$ cat src/rtl/arith_pkg.sv
// Shared arithmetic definitions for the pipelined add/subtract unit.
//   - op_e           : operation select (OP_ADD / OP_SUB)
//   - SAT_*          : result handling modes for the SAT_MODE parameter
//   - ovf_test()     : two's-complement overflow test from operand/result MSBs
package arith_pkg;

  typedef enum logic {
    OP_ADD = 1'b0,
    OP_SUB = 1'b1
  } op_e;

  localparam int unsigned SAT_NONE     = 0;
  localparam int unsigned SAT_UNSIGNED = 1;
  localparam int unsigned SAT_SIGNED   = 2;

  // Overflow when both addends share a sign and the result's sign differs.
  // b_msb must be the MSB of the op-conditioned B operand.
  function automatic logic ovf_test(input logic a_msb, input logic b_msb,
                                    input logic r_msb);
    return (a_msb == b_msb) && (r_msb != a_msb);
  endfunction

endpackage

$ cat src/rtl/add_chunk_stage.sv
// One pipeline slice of the carry-chained adder: adds a C-bit chunk of the
// operands plus the incoming carry and registers the chunk sum, carry-out
// and a valid bit.
//   clk, rst  : rising-edge clock, asynchronous active-high reset
//   load      : stage advance enable (register empty or downstream takes it)
//   in_valid  : upstream beat present
//   a, b, cin : chunk operands (b already conditioned) and carry-in
//   valid     : registered beat-present flag
//   sum, cout : registered chunk sum and carry-out
module add_chunk_stage
  import arith_pkg::*;
#(
  parameter int unsigned C = 8
) (
  input  logic         clk,
  input  logic         rst,
  input  logic         load,
  input  logic         in_valid,
  input  logic [C-1:0] a,
  input  logic [C-1:0] b,
  input  logic         cin,
  output logic         valid,
  output logic [C-1:0] sum,
  output logic         cout
);

  logic [C:0] total;

  always_comb begin
    total = {1'b0, a} + {1'b0, b} + {{C{1'b0}}, cin};
  end

  always_ff @(posedge clk or posedge rst) begin
    if (rst) begin
      valid <= 1'b0;
      sum   <= '0;
      cout  <= 1'b0;
    end else if (load) begin
      valid <= in_valid;
      if (in_valid) begin
        sum  <= total[C-1:0];
        cout <= total[C];
      end
    end
  end

endmodule

$ cat src/rtl/pipe_add_sub_reg.sv
// Pipelined, registered add/subtract unit with valid/ready handshakes on
// both sides, bubble-collapsing back-pressure and optional saturation.
//   clk, rst         : rising-edge clock, asynchronous active-high reset
//   in_valid/in_ready: operand beat handshake (a, b, op)
//   a, b             : WIDTH-bit operands
//   op               : 0 = A+B, 1 = A-B
//   out_valid/out_ready : result beat handshake
//   res              : result after saturation (SAT_MODE 0/1/2)
//   carry            : add carry-out / subtract no-borrow (A >= B unsigned)
//   ovf              : signed overflow of the raw result
// Each of the STAGES slices resolves one WIDTH/STAGES-bit chunk; a beat
// appears STAGES cycles after acceptance when the output is not stalled.
module pipe_add_sub_reg
  import arith_pkg::*;
#(
  parameter int unsigned WIDTH    = 16,
  parameter int unsigned STAGES   = 2,
  parameter int unsigned SAT_MODE = SAT_NONE
) (
  input  logic             clk,
  input  logic             rst,
  input  logic             in_valid,
  output logic             in_ready,
  input  logic [WIDTH-1:0] a,
  input  logic [WIDTH-1:0] b,
  input  logic             op,
  output logic             out_valid,
  input  logic             out_ready,
  output logic [WIDTH-1:0] res,
  output logic             carry,
  output logic             ovf
);

  localparam int unsigned C = WIDTH / STAGES;

  logic [WIDTH-1:0] b_cond;
  assign b_cond = (op == OP_SUB) ? ~b : b;

  // Stage k only keeps operand bits not yet consumed (REM - C bits) and the
  // sum bits already resolved below its chunk (k*C bits), so register widths
  // shrink/grow along the pipe instead of carrying full-width copies.
  for (genvar k = 0; k < STAGES; k++) begin : stg
    localparam int unsigned REM = WIDTH - k * C;

    logic [REM-1:0]       a_in, b_in;
    logic                 op_in, vld_in, c_in;
    logic                 adv, ld, vld, c_out, op_q;
    logic [C-1:0]         s_q;
    logic [(k+1)*C-1:0]   done;

    if (k == 0) begin : g_in
      assign a_in   = a;
      assign b_in   = b_cond;
      assign op_in  = op;
      assign vld_in = in_valid;
      assign c_in   = op;
      assign done   = s_q;
    end else begin : g_in
      logic [k*C-1:0] lo_q;
      assign a_in   = stg[k-1].g_mid.a_q;
      assign b_in   = stg[k-1].g_mid.b_q;
      assign op_in  = stg[k-1].op_q;
      assign vld_in = stg[k-1].vld;
      assign c_in   = stg[k-1].c_out;
      assign done   = {s_q, lo_q};

      always_ff @(posedge clk or posedge rst) begin
        if (rst) lo_q <= '0;
        else if (ld) lo_q <= stg[k-1].done;
      end
    end

    // Advance when empty or when the next stage (or the consumer) takes the
    // beat; this chain makes in_ready combinational from out_ready.
    if (k == STAGES - 1) begin : g_adv
      assign adv = ~vld | out_ready;
    end else begin : g_adv
      assign adv = ~vld | stg[k+1].adv;
    end

    assign ld = adv & vld_in;

    always_ff @(posedge clk or posedge rst) begin
      if (rst) op_q <= 1'b0;
      else if (ld) op_q <= op_in;
    end

    if (k < STAGES - 1) begin : g_mid
      logic [REM-C-1:0] a_q, b_q;
      always_ff @(posedge clk or posedge rst) begin
        if (rst) begin
          a_q <= '0;
          b_q <= '0;
        end else if (ld) begin
          a_q <= a_in[REM-1:C];
          b_q <= b_in[REM-1:C];
        end
      end
    end else begin : g_last
      // Operand MSBs kept for the overflow and signed-saturation decode.
      logic a_msb_q, b_msb_q;
      always_ff @(posedge clk or posedge rst) begin
        if (rst) begin
          a_msb_q <= 1'b0;
          b_msb_q <= 1'b0;
        end else if (ld) begin
          a_msb_q <= a_in[C-1];
          b_msb_q <= b_in[C-1];
        end
      end
    end

    add_chunk_stage #(
      .C(C)
    ) u_chunk (
      .clk      (clk),
      .rst      (rst),
      .load     (adv),
      .in_valid (vld_in),
      .a        (a_in[C-1:0]),
      .b        (b_in[C-1:0]),
      .cin      (c_in),
      .valid    (vld),
      .sum      (s_q),
      .cout     (c_out)
    );
  end

  logic [WIDTH-1:0] raw;
  logic             a_msb, b_msb, op_last;

  assign raw       = stg[STAGES-1].done;
  assign a_msb     = stg[STAGES-1].g_last.a_msb_q;
  assign b_msb     = stg[STAGES-1].g_last.b_msb_q;
  assign op_last   = stg[STAGES-1].op_q;

  assign in_ready  = stg[0].adv;
  assign out_valid = stg[STAGES-1].vld;
  assign carry     = stg[STAGES-1].c_out;
  assign ovf       = ovf_test(a_msb, b_msb, raw[WIDTH-1]);

  // Saturation is decoded purely from last-stage registers, so res holds
  // steady whenever the final stage is not loading; flags stay raw.
  always_comb begin
    res = raw;
    case (SAT_MODE)
      SAT_UNSIGNED: begin
        if ((op_last == OP_ADD) && carry)       res = '1;
        else if ((op_last == OP_SUB) && !carry) res = '0;
      end
      SAT_SIGNED: begin
        if (ovf) res = a_msb ? {1'b1, {(WIDTH-1){1'b0}}} : {1'b0, {(WIDTH-1){1'b1}}};
      end
      default: ;
    endcase
  end

endmodule

$ cat config.mk
export PLATFORM = sky130hd
export DESIGN_NAME = pipe_add_sub_reg
export DESIGN_NICKNAME = d
export VERILOG_FILES = /design/src/rtl/arith_pkg.sv /design/src/rtl/add_chunk_stage.sv /design/src/rtl/pipe_add_sub_reg.sv
export SDC_FILE = /design/constraint.sdc
export NUM_CORES = 1
export LEC_CHECK = 0
export CAP_MARGIN = 20
export CELL_PAD_IN_SITES_DETAIL_PLACEMENT = 1
export CELL_PAD_IN_SITES_GLOBAL_PLACEMENT = 2
export CORE_ASPECT_RATIO = 1.5
export CORE_UTILIZATION = 42
export CTS_CLUSTER_DIAMETER = 120
export DETAILED_ROUTE_END_ITERATION = 8
export DONT_BUFFER_PORTS = 1
export PLACE_DENSITY = 0.84
export SLEW_MARGIN = 25
export SYNTH_ARGS = -nofsm -noshare
export SYNTH_HDL_FRONTEND = slang
export SYNTH_SLANG_ARGS = --single-unit
export TNS_END_PERCENT = 50
$ cat constraint.sdc
create_clock -name clk -period 3.7 [get_ports clk]
set_input_delay 0 -clock clk [delete_from_list [all_inputs] [get_ports clk]]
set_output_delay 0 -clock clk [all_outputs]
set_load 0.05 [all_outputs]
* Word level (Yosys, flattened, before mapping)
Index checks and enable logic that the tools add are counted.
** Operators by class
- Add/subtract/negate cells :: 4
- Eq/ne operators :: 2
- Muxes and demuxes :: 1
- Bitwise gates (word level) :: 7
- Reductions and logical operators :: 3
** Operator list (count)
- 8-bit by 8-bit adder with 9-bit output :: 2
- 9-bit by 1-bit adder with 9-bit output :: 2
- 16-bit 2-to-1 mux :: 1
- 16-bit NOT :: 1
- 2-bit AND reduction :: 2
- 1-bit AND :: 2
- 1-bit NOT :: 2
- 1-bit bitwise OR :: 2
- 1-bit == test :: 1
- 1-bit logical AND :: 1
- 1-bit inequality test :: 1
** Word-level totals
- Register bits :: 46
- Input bits :: 37
- Output and inout bits :: 20
- Logic and storage cells :: 28

* Logic depth before layout (Yosys ltp)
- Word-level depth :: 4
- Depth in mapped cells :: 10

* By module
Synthesis repeated with hierarchy kept, for this count alone.
** Unflattened totals
- Cell total of the unflattened synthesis :: 220
- Area, all modules :: 2683.8 µm²
** Modules (own cells, without submodules)
- add_chunk_stage :: times used 2, cells an instance 70, area an instance 730.7 µm²
- pipe_add_sub_reg :: times used 1, cells an instance 80, area an instance 1222.4 µm²

* Worst setup path after synthesis
Ideal clock, no wire load.
- Path type :: reg2reg
- From :: register stg[1].u_chunk.valid
- To :: register stg[0].g_mid.a_q[0]
- Arrival :: 2.055 ns
- Slack :: 1.520 ns
- Stages on the path, launching flop included :: 5
- Cells stage by stage :: dfrtp_1 > nand3b_1 > nand2_1 > buf_2 > mux2_2
** On the way
- Longest elaborated chain between the ends :: 4
** RTL lines
- from (decl) :: line add_chunk_stage.sv:22 : output logic valid,
- from (signal assigned) :: line add_chunk_stage.sv:39 : valid <= in_valid;
- 1-bit NOT :: line pipe_add_sub_reg.sv:76 : assign adv = ~vld | out_ready;
- 1-bit bitwise OR :: line pipe_add_sub_reg.sv:76
- 1-bit bitwise OR :: line pipe_add_sub_reg.sv:78 : assign adv = ~vld | stg[k+1].adv;
- named net in_ready :: line pipe_add_sub_reg.sv:23 : output logic in_ready,
- 1-bit AND :: line pipe_add_sub_reg.sv:81 : assign ld = adv & vld_in;
- to (signal assigned) :: line pipe_add_sub_reg.sv:95 : a_q <= a_in[REM-1:C];
- to (decl) :: line pipe_add_sub_reg.sv:89 : logic [REM-C-1:0] a_q, b_q;
The timed path passes the listed nets, and every way through them passes these cells.
A chain may end at the register's enable or synchronous reset.

* Worst setup path after layout
- From :: register stg[0].u_chunk.cout
- To :: register stg[1].u_chunk.sum[6]
** On the way
- Longest elaborated chain between the ends :: 1
** RTL lines
- from (decl) :: line add_chunk_stage.sv:24 : output logic cout
- from (signal assigned) :: line add_chunk_stage.sv:42 : cout <= total[C];
- 9-bit by 1-bit adder with 9-bit output :: line add_chunk_stage.sv:30 : total = {1'b0, a} + {1'b0, b} + {{C{1'b0}}, cin};
- to (signal assigned) :: line add_chunk_stage.sv:41 : sum <= total[C-1:0];
- to (decl) :: line add_chunk_stage.sv:23 : output logic [C-1:0] sum,
No other way between the ends.

==> impl_metrics.toml <==
[power]
ir_drop_v = 0.000310
p_leak_uw = 0.00128
power_uw = 1780
p_per_area_mw_per_mm2 = 615

[worst_setup_path]
critPathKind = "register to register"
critPathLaunchType = "register"
cpMostUsedCell = "fa_1"
cp_slowest_cell = "fa_1"
rr_worst_depth = 7
cp.buffers_inverters = 0
reg2reg_to = "stg[1].u_chunk.sum[6]$_DFFE_PP0P_"
slowest_delay_ns = 0.51
cp.required_ns = 3.87
reg2reg_setup_slack_ns = 1.31
arrival_ns = 2.56
worstSetupEndpointType = "register"
cpLargestDelayFamily = "adder cells"
path_cells = "fa_1 > fa_1 > a21o_1 > a31oi_1 > nand2b_1 > a211oi_1 > o31ai_1"
rr_startpoint = "stg[0].u_chunk.cout$_DFFE_PP0P_"
crit_fanout = 3

[timing]
setup_viol = 0
skew_ns = 0.00741
fin_ws_ns = 1.31
fmax_mhz = 419
hold_viol = 0
fin_crit_ns = 2.39
fin_crit_sh_pct = 64.5
max_slew_margin_pct = 37.4
finalSetupTns_ns = 0
drv_slew = 0
worst_pin_slew_ns = 0.933
rsz0062_at_grt = "no"

[route]
viasPerCell = 5.37
drtPass1Iterations = 4
routed_wl_mm = 5.51
postRouteAntennaNets = 0
drc = 0
drt_iter0_drc = 50
via_count = 1784
wl_per_cell_um = 16.6

[finish]
fill_cells = 634
stdcell_area_mm2 = 0.00290
n_antenna_cell = 0
drive_above_1_share_pct = 12.2
final_nets = 315
fin_util_pct = 52.4
area_growth_pct = 18.2

[place]
gp_congestion = 0.785
port_buffers = 0
dp_hpwl_mm = 3.97
post-place-ws_ns = 1.36
place_area_mm2 = 0.00251

[clock_tree]
clk_path_buf_depth = 2
cts_resized = 0
clkTransAtPathRegs_ns = 0.08
root_buffer = "clkbuf_8"
cts_htree_levels = 2
cts_hold_buffers = 29
cts_sinks = 46
clock_latency_ns = 0.29
cts_tree = "built"
cts_inserted_buffers = 5
post-cts-setup-buffers = 0

[synthesis]
ys_seq_area_share_pct = 47.0
synth.ff_latch_count = 46
synthSimpleGateAreaFrac_pct = 8.73
synth_area_leader_cell = "dfrtp_1"
synth.distinct_cells = 32
synthMuxAreaShare_pct = 9.75
synth_fp_nets = 285
synth_ff_type = "dfrtp_1"
post_synth_fa_ha_maj_area_fraction_pct = 9.60
synth_compound_area_share_pct = 13.4
netlist_instances = 231
async_flop_share_pct = 100
yosysMostFrequentCell = "dfrtp_1"
yosysWarningCount = 0
synth.area.top_cells = "dfrtp_1, mux2_2, ha_1"
synth_xor_area_share_pct = 8.58
syn_avg_cell_area_um2 = 10.6
synth_common_cells = "dfrtp_1, nand2_1, o21ai_0, mux2_2, ha_1"
synth_top_family_by_area = "compound AO/OA/AOI/OAI gates"
syn_area_mm2 = 0.00245
synth_top_area_share_pct = 47.0
synth_edf_count = 0

[global_route]
overflow = 0
grt_usage_pct = 19.5
first_global_vias = 1929
antenna_found_initial = 0
grt_pass1_wl_mm = 9.05
grt_max_degree = 47

[outcome]
outcome = "finished clean"

[min_path]
holdPathStages = 3
holdCritStartpoint = "a[7]"
hp-class = "primary input to register"
hold_end = "stg[0].u_chunk.cout$_DFFE_PP0P_"

[die]
dieArea_mm2 = 0.00615
num_rows = 33
io_pins = 57
core_mm2 = 0.00553
die_y_um = 95.6
initial_utilization_pct = 44.3
die_w_um = 64.4

[flow_run]
cap_violations = 0
how the worst max path moves through the flow:
stage / slack, ns / end / cells past startpoint / start
after floorplan: 1.52 / stg[0].g_mid.a_q[0]$_DFFE_PP0P_ / 4 / stg[1].u_chunk.valid$_DFFE_PP0P_
after global placement: 1.43 / stg[1].u_chunk.sum[6]$_DFFE_PP0P_ / 7 / stg[0].u_chunk.cout$_DFFE_PP0P_
after detailed placement: 1.36 / stg[1].u_chunk.sum[6]$_DFFE_PP0P_ / 7 / stg[0].u_chunk.cout$_DFFE_PP0P_
after CTS: 1.33 / stg[1].u_chunk.sum[6]$_DFFE_PP0P_ / 7 / stg[0].u_chunk.cout$_DFFE_PP0P_
after global routing: 1.20 / stg[1].u_chunk.sum[6]$_DFFE_PP0P_ / 7 / stg[0].u_chunk.cout$_DFFE_PP0P_
final: 1.31 / stg[1].u_chunk.sum[6]$_DFFE_PP0P_ / 7 / stg[0].u_chunk.cout$_DFFE_PP0P_
kinds of logic after synthesis:
group / after synthesis
multiplexers: 21
AND/OR/NAND/NOR: 49
buffers and inverters: 16
adder cells (fa/ha/maj): 17
flip-flops: 46
XOR/XNOR: 24
AO/OA/AOI/OAI: 58
report_power, final:
group	total (uW)	leakage (uW)	switching, uW	internal, uW
clock	315	0.0000482	164	151
combinational	459	0.000676	238	221
sequential	1010	0.000551	376	633
final cells by class:
class / instances / area (um^2) / share of cell area, %
inverter: 7 / 27.5 / 0.950
timing repair buffer: 32 / 313 / 10.8
clock inverter: 1 / 5.00 / 0.173
sequential: 46 / 1150 / 39.7
tap: 70 / 87.6 / 3.02
multi-input combinational: 169 / 1230 / 42.4
clock buffer: 7 / 86.3 / 2.98
cells in the final DEF (no fill, tap or decap):
cell and count:
clkbuf_8 6, ha_1 14, a211oi_1 2, nand2_1 30, o21ai_1 3, xor2_1 12, fa_1 3, a41o_1 1
nand2b_1 5, dlygate4sd3_1 29, and3_1 1, o21ai_0 27, inv_1 6, a21o_1 2, a21oi_1 13, clkinv_2 2
o31ai_1 3, mux2_2 20, nor2b_1 1, dfrtp_1 46, nand3_1 2, o211ai_1 1, o2111ai_1 1, nand3b_1 1
o21a_1 1, a211o_1 1, clkbuf_1 1, mux2i_2 1, xnor2_1 12, nor2_1 6, buf_4 3, nor3_1 1
and2_1 2, a31oi_1 3
metrics by stage:
stage | instances | hold slack, ns
6_report | 332 | 0.0496
4_1_cts | 332 | 0.0402
5_1_grt | 332 | 0.0538
3_3_place_gp | 295 | 0.117
2_1_floorplan | 231 | 0.108
3_5_place_dp | 295 | 0.120
flip-flops by register name, indices dropped and copies added, names as in the netlist:
name,flops
stg.g_in.lo_q,8
stg.u_chunk.cout,2
a_msb,1
stg.u_chunk.valid,2
stg.g_mid.b_q,8
b_msb,1
stg.g_mid.a_q,8
stg.u_chunk.sum,16
worst register-to-register path, delay by kind of cell (launching register included):
family | cells | cell delay, ns
adders and majority gates | 2 | 0.95
AOI/OAI and AO/OA | 4 | 0.83
DFF | 1 | 0.41
and+or+nand+nor | 1 | 0.09
routing by layer:
layer  global-route usage, %  vias to the layer above  part of all wire (%)
li1                        -                      853                     -
met1                    21.1                      883                    39
met2                    37.2                       40                    56
met3                    3.23                        8                   3.9
met4                    7.41                        0                   1.9
met5                       0                        -                     0
Note: power is estimated with default switching activity, not from simulation.
